### src/rtl/ecb_stream_ctrl.sv
// ECB-style stream controller: XORs each accepted word with a repeating key.
// Optional: define ECB_CTRL_KEY_ROTATE_EN to rotate the key left by one bit after every delivered word.
module ecb_stream_ctrl #(
  parameter int BLOCK_SIZE = 8,
  parameter int SYNC_SIZE  = 32
) (
  input  logic                  clk,
  input  logic                  rst,
  input  logic [BLOCK_SIZE-1:0] key_in,
  input  logic                  key_load,
  output logic                  key_ready,
  input  logic [SYNC_SIZE-1:0]  in_data,
  input  logic                  in_valid,
  output logic                  in_ready,
  output logic [SYNC_SIZE-1:0]  out_data,
  output logic                  out_valid,
  input  logic                  out_ready,
  output logic [15:0]           blk_count
);

  typedef enum logic [1:0] {
    NOKEY = 2'd0,
    IDLE  = 2'd1,
    CRYPT = 2'd2,
    HOLD  = 2'd3
  } state_t;

  state_t                r_state;
  state_t                w_state_next;
  logic [BLOCK_SIZE-1:0] r_key;
  logic [SYNC_SIZE-1:0]  r_plain;
  logic [SYNC_SIZE-1:0]  r_out_data;
  logic [15:0]           r_blk_count;

  logic                  w_key_we;
  logic                  w_plain_we;
  logic                  w_dp_en;
  logic                  w_hs;
  logic                  w_key_ready;
  logic                  w_in_ready;
  logic [SYNC_SIZE-1:0]  w_key_rep;

  // Key bit i % BLOCK_SIZE lines up under data bit i.
  generate
    for (genvar gi = 0; gi < SYNC_SIZE; gi++) begin : g_key_rep
      assign w_key_rep[gi] = r_key[gi % BLOCK_SIZE];
    end
  endgenerate

  always_comb begin
    w_state_next = r_state;
    w_key_we     = 1'b0;
    w_plain_we   = 1'b0;
    w_dp_en      = 1'b0;
    w_hs         = 1'b0;
    w_key_ready  = 1'b0;
    w_in_ready   = 1'b0;
    case (r_state)
      NOKEY: begin
        w_key_ready = 1'b1;
        if (key_load) begin
          w_key_we     = 1'b1;
          w_state_next = IDLE;
        end
      end
      IDLE: begin
        w_key_ready = 1'b1;
        // A key reload wins over a pending word and blocks acceptance this cycle.
        w_in_ready  = ~key_load;
        if (key_load) begin
          w_key_we = 1'b1;
        end else if (in_valid) begin
          w_plain_we   = 1'b1;
          w_state_next = CRYPT;
        end
      end
      CRYPT: begin
        w_dp_en      = 1'b1;
        w_state_next = HOLD;
      end
      HOLD: begin
        if (out_ready) begin
          w_hs         = 1'b1;
          w_state_next = IDLE;
        end
      end
      default: begin
        w_state_next = NOKEY;
      end
    endcase
  end

  always_ff @(posedge clk or posedge rst) begin
    if (rst) begin
      r_state <= NOKEY;
    end else begin
      r_state <= w_state_next;
    end
  end

  always_ff @(posedge clk or posedge rst) begin
    if (rst) begin
      r_key <= '0;
    end else if (w_key_we) begin
      r_key <= key_in;
`ifdef ECB_CTRL_KEY_ROTATE_EN
    end else if (w_hs) begin
      r_key <= {r_key[BLOCK_SIZE-2:0], r_key[BLOCK_SIZE-1]};
`endif
    end
  end

  always_ff @(posedge clk or posedge rst) begin
    if (rst) begin
      r_plain <= '0;
    end else if (w_plain_we) begin
      r_plain <= in_data;
    end
  end

  always_ff @(posedge clk or posedge rst) begin
    if (rst) begin
      r_out_data <= '0;
    end else if (w_dp_en) begin
      r_out_data <= r_plain ^ w_key_rep;
    end
  end

  always_ff @(posedge clk or posedge rst) begin
    if (rst) begin
      r_blk_count <= 16'h0000;
    end else if (w_hs) begin
      r_blk_count <= r_blk_count + 16'h0001;
    end
  end

  assign key_ready = w_key_ready;
  assign in_ready  = w_in_ready;
  assign out_valid = (r_state == HOLD);
  assign out_data  = r_out_data;
  assign blk_count = r_blk_count;

endmodule

### config.mk
export PLATFORM = sky130hd
export DESIGN_NAME = ecb_stream_ctrl
export DESIGN_NICKNAME = d
export VERILOG_FILES = /design/src/rtl/ecb_stream_ctrl.sv
export SDC_FILE = /design/constraint.sdc
export NUM_CORES = 1
export LEC_CHECK = 0
export ABC_AREA = 1
export CAP_MARGIN = 30
export CELL_PAD_IN_SITES_DETAIL_PLACEMENT = 1
export CELL_PAD_IN_SITES_GLOBAL_PLACEMENT = 1
export CORE_ASPECT_RATIO = 0.6
export CORE_MARGIN = 2
export CORE_UTILIZATION = 41
export CTS_CLUSTER_DIAMETER = 100
export DETAILED_ROUTE_END_ITERATION = 8
export PLACE_DENSITY = 0.89
export SLEW_MARGIN = 20
export SYNTH_ARGS = -nofsm -noshare
export SYNTH_HDL_FRONTEND = slang
export SYNTH_SLANG_ARGS = --single-unit
### constraint.sdc
create_clock -name clk -period 10.5 [get_ports clk]
set_input_delay 3.15 -clock clk [delete_from_list [all_inputs] [get_ports clk]]
set_output_delay 3.15 -clock clk [all_outputs]
set_load 0.03 [all_outputs]
==> results of run 1 <==
-- layout make-up --
| class | instances | area share |
|---|---|---|
| sequential | 90 | 0.416 |
| multi-input combinational | 236 | 0.296 |
| inverter | 17 | 0.0123 |
| clock buffer | 11 | 0.0467 |
| clock inverter | 4 | 0.0183 |
| timing repair buffer | 98 | 0.180 |
| tap | 130 | 0.0301 |
-- sequential cells by signal, indices dropped and copies added, names as in the netlist --
signal     flops
r_plain       32
r_key          8
r_state        2
out_data      32
blk_count     16
-- path summary, 6_finish.rpt --
check                             startpoint           end  cells past startpoint
worst max-delay path                key_load      in_ready                      3
worst min-delay path            out_data[12]  out_data[12]                      2
worst max register to register    r_state[1]   r_plain[29]                      5
worst min register to register  out_data[12]  out_data[12]                      2
max in group asynchronous                rst  blk_count[9]                      3
min in group asynchronous                rst   r_plain[18]                      2
-- cell families after synthesis --
kind of cell	after synthesis	share of synthesized area
buf+inv	36	0.0402
compound gates	36	0.0455
mux	32	0.118
flops	90	0.561
simple gates	119	0.124
fa+ha+maj	6	0.0187
xor+xnor	43	0.0937
-- power groups by stage --
stage          clock network (mW)  registers [mW]  logic (mW)
2_1_floorplan                   0           0.704       0.395
6_report                    0.375           0.646       0.719
3_5_place_dp                    0           0.648       0.718
3_3_place_gp                    0           0.636       0.681
4_1_cts                     0.384           0.647       0.728
5_1_grt                     0.397           0.663       0.781
-- worst max-delay path: stages --
cell and delay, ps:
clkdlybuf4s50_1 630, nor2_1 180, clkdlybuf4s50_1 680
-- synthesized netlist by cell type, types with 2 or more instances --
cell type / instances / area [sq um]
xor2_1: 7 / 61.3
nand3_1: 13 / 65.1
mux2_2: 2 / 22.5
nand2_1: 84 / 315
ha_1: 6 / 75.1
dfrtp_1: 90 / 2250
buf_2: 3 / 15.0
xnor2_1: 36 / 315
inv_1: 16 / 60.1
clkbuf_1: 13 / 48.8
mux2_4: 30 / 450
nor2_1: 14 / 52.6
buf_6: 3 / 33.8
o21ai_0: 35 / 175
-- metal layers --
layer  routed length (microns)  vias up
met4                       116        0
met2                      5020       82
met3                       462       10
met1                      5100     1453
met5                         0        -
li1                          -     1334
==> metrics.yaml, run 1 <==
floorplanning:
  die_h_microns: 80.7
  ios: 96
  core_sq_um: 9360
  initial_core_util: 0.429
  die_x_microns: 132
  rows: 27
  dieArea_sq_um: 10600
finish:
  nets: 503
  final_core_util: 0.578
  area_delta_synth_final_pct: 34.7
  fin_cells: 586
  layout_common_cells: "clkdlybuf4s50_1, dfrtp_1, nand2_1"
  n_fill_cell: 965
  antenna_cells: 0
  drive_above_1_share: 0.123
  layout_commonest_cell: "clkdlybuf4s50_1"
  multi_input_area_sq_um: 1600
  stdcell_area_sq_um: 5410
  seqCellArea_sq_um: 2250
global_route:
  grt_pass1_wl_microns: 17200
  grt-ovfl-total: 0
  grt_util_met3: 0.0581
  use_met2: 0.361
  top_usage_layer: "met2"
  grt_pass1_vias: 3202
  met1_usage: 0.286
  grt.total_usage: 0.217
  grt_start_max_net_pins: 68
  grt_antenna_before_repair: 0
placement:
  gp_congestion: 0.798
  dp_slack_ps: 2720
  numPlacedInstances: 571
  portBuffers: 95
  hpwl_microns: 7520
  placed_cell_area_sq_um: 5060
timing:
  rsz0062_at_grt: "no"
  slew_headroom: 0.439
  max_freq_ghz: 0.128
  tightest_slew_ps: 842
  period_needed_ps: 7790
  post-route-period-util: 0.742
  hold_ws_ps: 488
  fin_worst_skew_ps: 5.97
  hold_viol: 0
  worst_slack_ps: 2710
  final-max-slew-violation-count: 0
  setup_viol: 0
  tns_ps: 0
critical_path:
  cp_max_fo: 11
  cp_data_arrival_time_ps: 4640
  path_class: "primary input to output port"
  worstSetupStartpointType: "primary input"
  required_ps: 7350
  reg2reg_slack_ps: 8590
  end_kind: "output port"
power:
  switching_power_uw: 646
  p_seq_frac: 0.371
  pwr_density_cell_nw_per_um2: 322
  p_int_mw: 1.09
  power.clock.fraction: 0.215
  p_leak_nw: 2.49
  ir_worst_vdd_v: 0.000131
  power_mw: 1.74
  combPwrFrac: 0.413
  swShare: 0.371
synth:
  ys_seq_elements: 90
  ys_async_sr_fraction: 1.00
  netlist_area_sq_um: 4020
  yosysWarnings: 0
  ys.flop_type: "dfrtp_1"
  synth_edf_count: 0
  synthesis.nets: 413
  syn_area_per_cell_sq_um: 11.1
  ys_seq_area_frac: 0.561
  syn_inst: 362
  ys_types: 24
cts:
  root_buffer: "clkbuf_16"
  path_clk_slew_ps: 60
  htree_levels: 3
  cts_tree: "done"
  cts_hold_buffers: 0
  cts-buffers-inserted: 9
  cts_setup_buffers: 0
  cts_buffer_depth: 2
  cts_resized: 0
  clk_latency_ps: 340
  clock-sinks: 90
routing:
  routedWlPerCell_microns: 18.3
  drt_iter0_markers: 101
  drc_errors: 0
  ant_nets: 0
  wl_microns: 10700
  vias: 2879
  dr.pass1.iters: 6
  routed_via_density: 4.91
run:
  cap_violations: 0
hold_path:
  min_path_type: "flop to flop"
status:
  status: "completed"
Note: power is estimated with default switching activity, not from simulation.
==> run 2: changes to the inputs <==
Settings changed: CORE_UTILIZATION 41 to 35, PLACE_DENSITY 0.89 to 0.81.
Clock period 10.5 ns to 7.15 ns, I/O delays scaled along.
==> run 2 against run 1 <==
  * Critical path depth did not move
  * Largest power group unchanged
  * Largest cell class unchanged
  * Clock power increased by 18%
  * Die area increased by 16%
  * Sequential power is 45% higher
  * Combinational power rose by 46%
  * Critical path type unchanged
  * Via count is 2.7% lower
  * Hold slack lost 5.7 ps
==> metrics.yaml, run 2 (same netlist as run 1, synthesis figures left out) <==
critical_path:
  cp_max_fo: 11  # unchanged
  timing.rr.start: "r_state[1]"  # unchanged
  required_ps: 5010  # was 7350 ps
  end_kind: "output port"  # unchanged
  cpPeakStageDelay_ps: 690  # was 680 ps
  cp_data_arrival_time_ps: 3670  # was 4640 ps
  crit_chain: "clkdlybuf4s50_1 > nor2_1 > clkdlybuf4s50_1"  # unchanged
  slowest_stage: "clkdlybuf4s50_1"  # unchanged
  path_class: "primary input to output port"  # unchanged
  crit_family: "buffers and inverters"  # unchanged
  crit_buf_inv: 2  # unchanged
  worstSetupStartpointType: "primary input"  # unchanged
  cp_common_cell: "clkdlybuf4s50_1"  # unchanged
  crit_start: "key_load"  # unchanged
cts:
  cts_resized: 0  # unchanged
  cts_hold_buffers: 0  # unchanged
  cts-buffers-inserted: 9  # unchanged
  htree_levels: 3  # unchanged
  cts_buffer_depth: 2  # unchanged
  clock-sinks: 90  # unchanged
  path_clk_slew_ps: 60  # about the same
  cts_tree: "done"  # unchanged
  cts_setup_buffers: 0  # unchanged
  clk_latency_ps: 330  # was 340 ps
  root_buffer: "clkbuf_16"  # unchanged
power:
  pwr_density_cell_nw_per_um2: 453  # was 322 nW/um^2
  ir_worst_vdd_v: 0.000157  # was 0.000131 V
  power_mw: 2.43  # was 1.74 mW
  p_leak_nw: 2.44  # was 2.49 nW
timing:
  hold_ws_ps: 482  # was 488 ps
  final-max-slew-violation-count: 0  # unchanged
  max_freq_ghz: 0.172
  setup_viol: 0  # unchanged
  period_needed_ps: 5820
  fin_worst_skew_ps: 5.88  # was 5.97 ps
  slew_headroom: 0.574  # was 0.439
  post-route-period-util: 0.813
  hold_viol: 0  # unchanged
  tightest_slew_ps: 639  # was 842 ps
  worst_slack_ps: 1330  # was 2710 ps
  tns_ps: 0  # unchanged
  rsz0062_at_grt: "no"  # unchanged
finish:
  n_fill_cell: 1232  # was 965
  drive_above_1_share: 0.127  # was 0.123
  final_core_util: 0.477  # was 0.578
  layout_common_cells: "clkdlybuf4s50_1, dfrtp_1, nand2_1"  # unchanged
  antenna_cells: 0  # unchanged
  nets: 503  # unchanged
  area_delta_synth_final_pct: 33.7  # was 34.7%
  multi_input_area_sq_um: 1600  # unchanged
  layout_commonest_cell: "clkdlybuf4s50_1"  # unchanged
  fin_cells: 601  # was 586
  stdcell_area_sq_um: 5370  # was 5410 sq um
  seqCellArea_sq_um: 2250  # unchanged
global_route:
  grt_antenna_before_repair: 0  # unchanged
  grt_pass1_vias: 2946  # was 3202
  grt-ovfl-total: 0  # unchanged
  grt_start_max_net_pins: 65  # was 68
  grt_pass1_wl_microns: 15900  # was 17200 microns
  grt.total_usage: 0.170  # was 0.217
placement:
  portBuffers: 95  # unchanged
  hpwl_microns: 7160  # was 7520 microns
  dp_slack_ps: 1330  # was 2720 ps
  placed_cell_area_sq_um: 5070  # was 5060 sq um
  gp_congestion: 0.765  # was 0.798
  numPlacedInstances: 584  # was 571
floorplanning:
  dieArea_sq_um: 12400  # was 10600 sq um
  core_sq_um: 11300  # was 9360 sq um
  ios: 96  # unchanged
  die_h_microns: 87.0  # was 80.7 microns
  initial_core_util: 0.357  # was 0.429
  rows: 30  # was 27
  die_x_microns: 142  # was 132 microns
routing:
  wl_microns: 10100  # was 10700 microns
  dr.pass1.iters: 4  # was 6
  drc_errors: 0  # unchanged
  ant_nets: 0  # unchanged
  routed_via_density: 4.66  # was 4.91
  routedWlPerCell_microns: 16.8  # was 18.3 microns
  vias: 2801  # was 2879
  drt_iter0_markers: 147  # was 101
status:
  status: "completed"  # unchanged
run:
  cap_violations: 0  # unchanged
hold_path:
  worstHoldStart: "out_data[24]"  # was out_data[12]
  min_path_type: "flop to flop"  # unchanged
[run 2: worst paths after layout]
| path | end | slack, ps | depth (start not counted) |
|---|---|---|---|
| setup / recovery | in_ready | 1330 | 3 |
| hold / removal | out_data[24] | 480 | 2 |
| setup reg to reg | r_plain[29] | 5290 | 5 |
| hold reg to reg | out_data[24] | 480 | 2 |
| max in group asynchronous | out_data[5] | 3890 | 3 |
| min in group asynchronous | out_data[20] | 2220 | 2 |
[run 2: final cells by class]
cell class	instances	share of cell area
sequential	90	0.419
clock inverter	6	0.00792
tap	144	0.0336
inverter	17	0.0123
multi-input combinational	236	0.299
timing repair buffer	98	0.184
clock buffer	10	0.0445
[run 2: per-layer routing]
layer	vias to the layer above	routed length, microns	GRT usage	part of all wire
met1	1391	5010	0.236	0.50
met4	0	134	0.0450	0.013
met3	11	450	0.0418	0.045
li1	1336	-	-	-
met2	63	4510	0.270	0.45
met5	-	0	0	0
[run 2: worst reg2reg max path, stage by stage (launching register included)]
cell	delay (ps)
dfrtp_1	400
inv_1	100
ha_1	240
nand3_2	90
buf_4	510
mux2_2	420
[run 2: report_power, final]
part	leakage, nW	internal, mW	switching (mW)
clock network	0.123	0.244	0.200
logic	1.20	0.525	0.524
registers	1.12	0.728	0.209
total	2.44	1.50	0.933
==> run 3: changes to the inputs <==
Clock period 7.15 ns to 5.2 ns, I/O delays scaled along.
==> run 3 against run 2 <==
  * Design area up 1.1%
  * Sequential power up 38%
  * Global-route usage up 0.17 points
  * Worst setup slack worse by 740 ps
  * Hold slack better by 0.54 ps
  * Register-to-register slack worse by 2300 ps
  * Largest power group unchanged
==> metrics.yaml, run 3 (same netlist as run 1, synthesis figures left out) <==
status:
  status: "completed"  # unchanged
global_route:
  grt_antenna_before_repair: 0  # unchanged
  grt-ovfl-total: 0  # unchanged
  grt_pass1_vias: 2965  # was 2946
  grt.total_usage: 0.172  # was 0.170
  grt_pass1_wl_microns: 16000  # was 15900 microns
  grt_start_max_net_pins: 65  # unchanged
routing:
  drt_iter0_markers: 98  # was 147
  drc_errors: 0  # unchanged
  routed_via_density: 4.58  # was 4.66
  vias: 2755  # was 2801
  routedWlPerCell_microns: 16.7  # was 16.8 microns
  dr.pass1.iters: 4  # unchanged
  wl_microns: 10100  # about the same
  ant_nets: 0  # unchanged
floorplanning:
  die_h_microns: 87.0  # unchanged
  ios: 96  # unchanged
  core_sq_um: 11300  # unchanged
  dieArea_sq_um: 12400  # unchanged
  die_x_microns: 142  # unchanged
  rows: 30  # unchanged
  initial_core_util: 0.357  # unchanged
power:
  ir_worst_vdd_v: 0.000242  # was 0.000157 V
  pwr_density_cell_nw_per_um2: 631  # was 453 nW/um^2
  p_leak_nw: 2.48  # was 2.44 nW
  p_int_mw: 2.14  # was 1.50 mW
  combPwrFrac: 0.420  # was 0.432
  p_seq_frac: 0.378  # was 0.386
  power.clock.fraction: 0.202  # was 0.183
  swShare: 0.374  # was 0.384
  switching_power_mw: 1.28  # was 933 uW
cts:
  cts_hold_buffers: 0  # unchanged
  cts_setup_buffers: 0  # unchanged
  root_buffer: "clkbuf_16"  # unchanged
  clk_latency_ps: 330  # about the same
  path_clk_slew_ps: 60  # about the same
  htree_levels: 3  # unchanged
  cts_tree: "done"  # unchanged
  clock-sinks: 90  # unchanged
  cts_resized: 0  # unchanged
  cts-buffers-inserted: 9  # unchanged
  cts_buffer_depth: 2  # unchanged
placement:
  dp_slack_ps: 606  # was 1330 ps
  portBuffers: 95  # unchanged
  hpwl_microns: 7390  # was 7160 microns
  gp_congestion: 0.761  # was 0.765
  numPlacedInstances: 585  # was 584
timing:
  fin_worst_skew_ps: 3.52  # was 5.88 ps
  hold_ws_ps: 483  # was 482 ps
  tns_ps: 0  # unchanged
  hold_viol: 0  # unchanged
  worst_slack_ps: 596  # was 1330 ps
  rsz0062_at_grt: "no"  # unchanged
  final-max-slew-violation-count: 0  # unchanged
  max_freq_ghz: 0.217
  setup_viol: 0  # unchanged
  post-route-period-util: 0.885
  tightest_slew_ps: 631  # was 639 ps
  period_needed_ps: 4600
  slew_headroom: 0.579  # was 0.574
finish:
  final_core_util: 0.482  # was 0.477
  antenna_cells: 0  # unchanged
  nets: 504  # was 503
  fin_cells: 602  # was 601
  drive_above_1_share: 0.129  # was 0.127
  seqCellArea_sq_um: 2250  # unchanged
  area_delta_synth_final_pct: 35.1  # was 33.7%
  n_fill_cell: 1222  # was 1232
  layout_common_cells: "clkdlybuf4s50_1, dfrtp_1, nand2_1"  # unchanged
  layout_commonest_cell: "clkdlybuf4s50_1"  # unchanged
  multi_input_area_sq_um: 1600  # unchanged
critical_path:
  required_ps: 3640  # was 5010 ps
  path_class: "primary input to output port"  # unchanged
  cp_data_arrival_time_ps: 3040  # was 3670 ps
  end_kind: "output port"  # unchanged
  cp_max_fo: 11  # unchanged
  worstSetupStartpointType: "primary input"  # unchanged
run:
  cap_violations: 0  # unchanged
hold_path:
  min_path_type: "flop to flop"  # unchanged
==> run 3: cell count changes in the layout (fill, tap and decap cells not counted), sizes merged <==
cell	delta
clkbuf	-1
buf	+1
bufinv	+2
clkinv	+2
clkinvlp	-3
==> run 3: through the flow <==
step / area, sq um / power [mW]
floorplan: 4020 / 2.22
global placement: 5070 / 2.66
detailed placement: 5090 / 2.75
CTS: 5410 / 3.46
global route: 5430 / 3.65
finish: 5430 / 3.42
==> run 3: critical path, cell delays in order <==
cell             delay [ps]
clkdlybuf4s50_1         610
nor2_1                  180
clkdlybuf4s50_1         690
==> run 3: cell type report <==
class,instances,area share
clock buffers,9,0.0415
clock inverters,7,0.0173
inverters,17,0.0122
multi-input cells,236,0.296
flip-flops and latches,90,0.415
well taps,144,0.0332
repair buffers,99,0.185
==> run 3: final timing paths <==
check | endpoint | from | cells past startpoint | slack [ps]
worst max register to register | r_plain[2] | r_state[1] | 5 | 2980
min in group asynchronous | out_data[20] | rst | 2 | 1620
worst max-delay path | in_ready | key_load | 3 | 600
worst min-delay path | out_data[8] | out_data[8] | 2 | 480
max in group asynchronous | out_data[4] | rst | 3 | 2970
worst min register to register | out_data[8] | out_data[8] | 2 | 480
==> run 3: power by group through the flow <==
stage          Clock (mW)  Combinational [mW]  Sequential [mW]
2_1_floorplan           0               0.797             1.42
3_3_place_gp            0                1.38             1.28
3_5_place_dp            0                1.44             1.31
4_1_cts             0.710                1.45             1.30
5_1_grt             0.739                1.58             1.34
6_report            0.690                1.44             1.29
==> run 3: routing by layer <==
layer	global-route usage	vias to the layer above	share of wire
li1	-	1333	-
met1	0.248	1357	0.52
met2	0.267	58	0.44
met3	0.0368	7	0.031
met4	0.0405	0	0.0081
met5	0	-	0
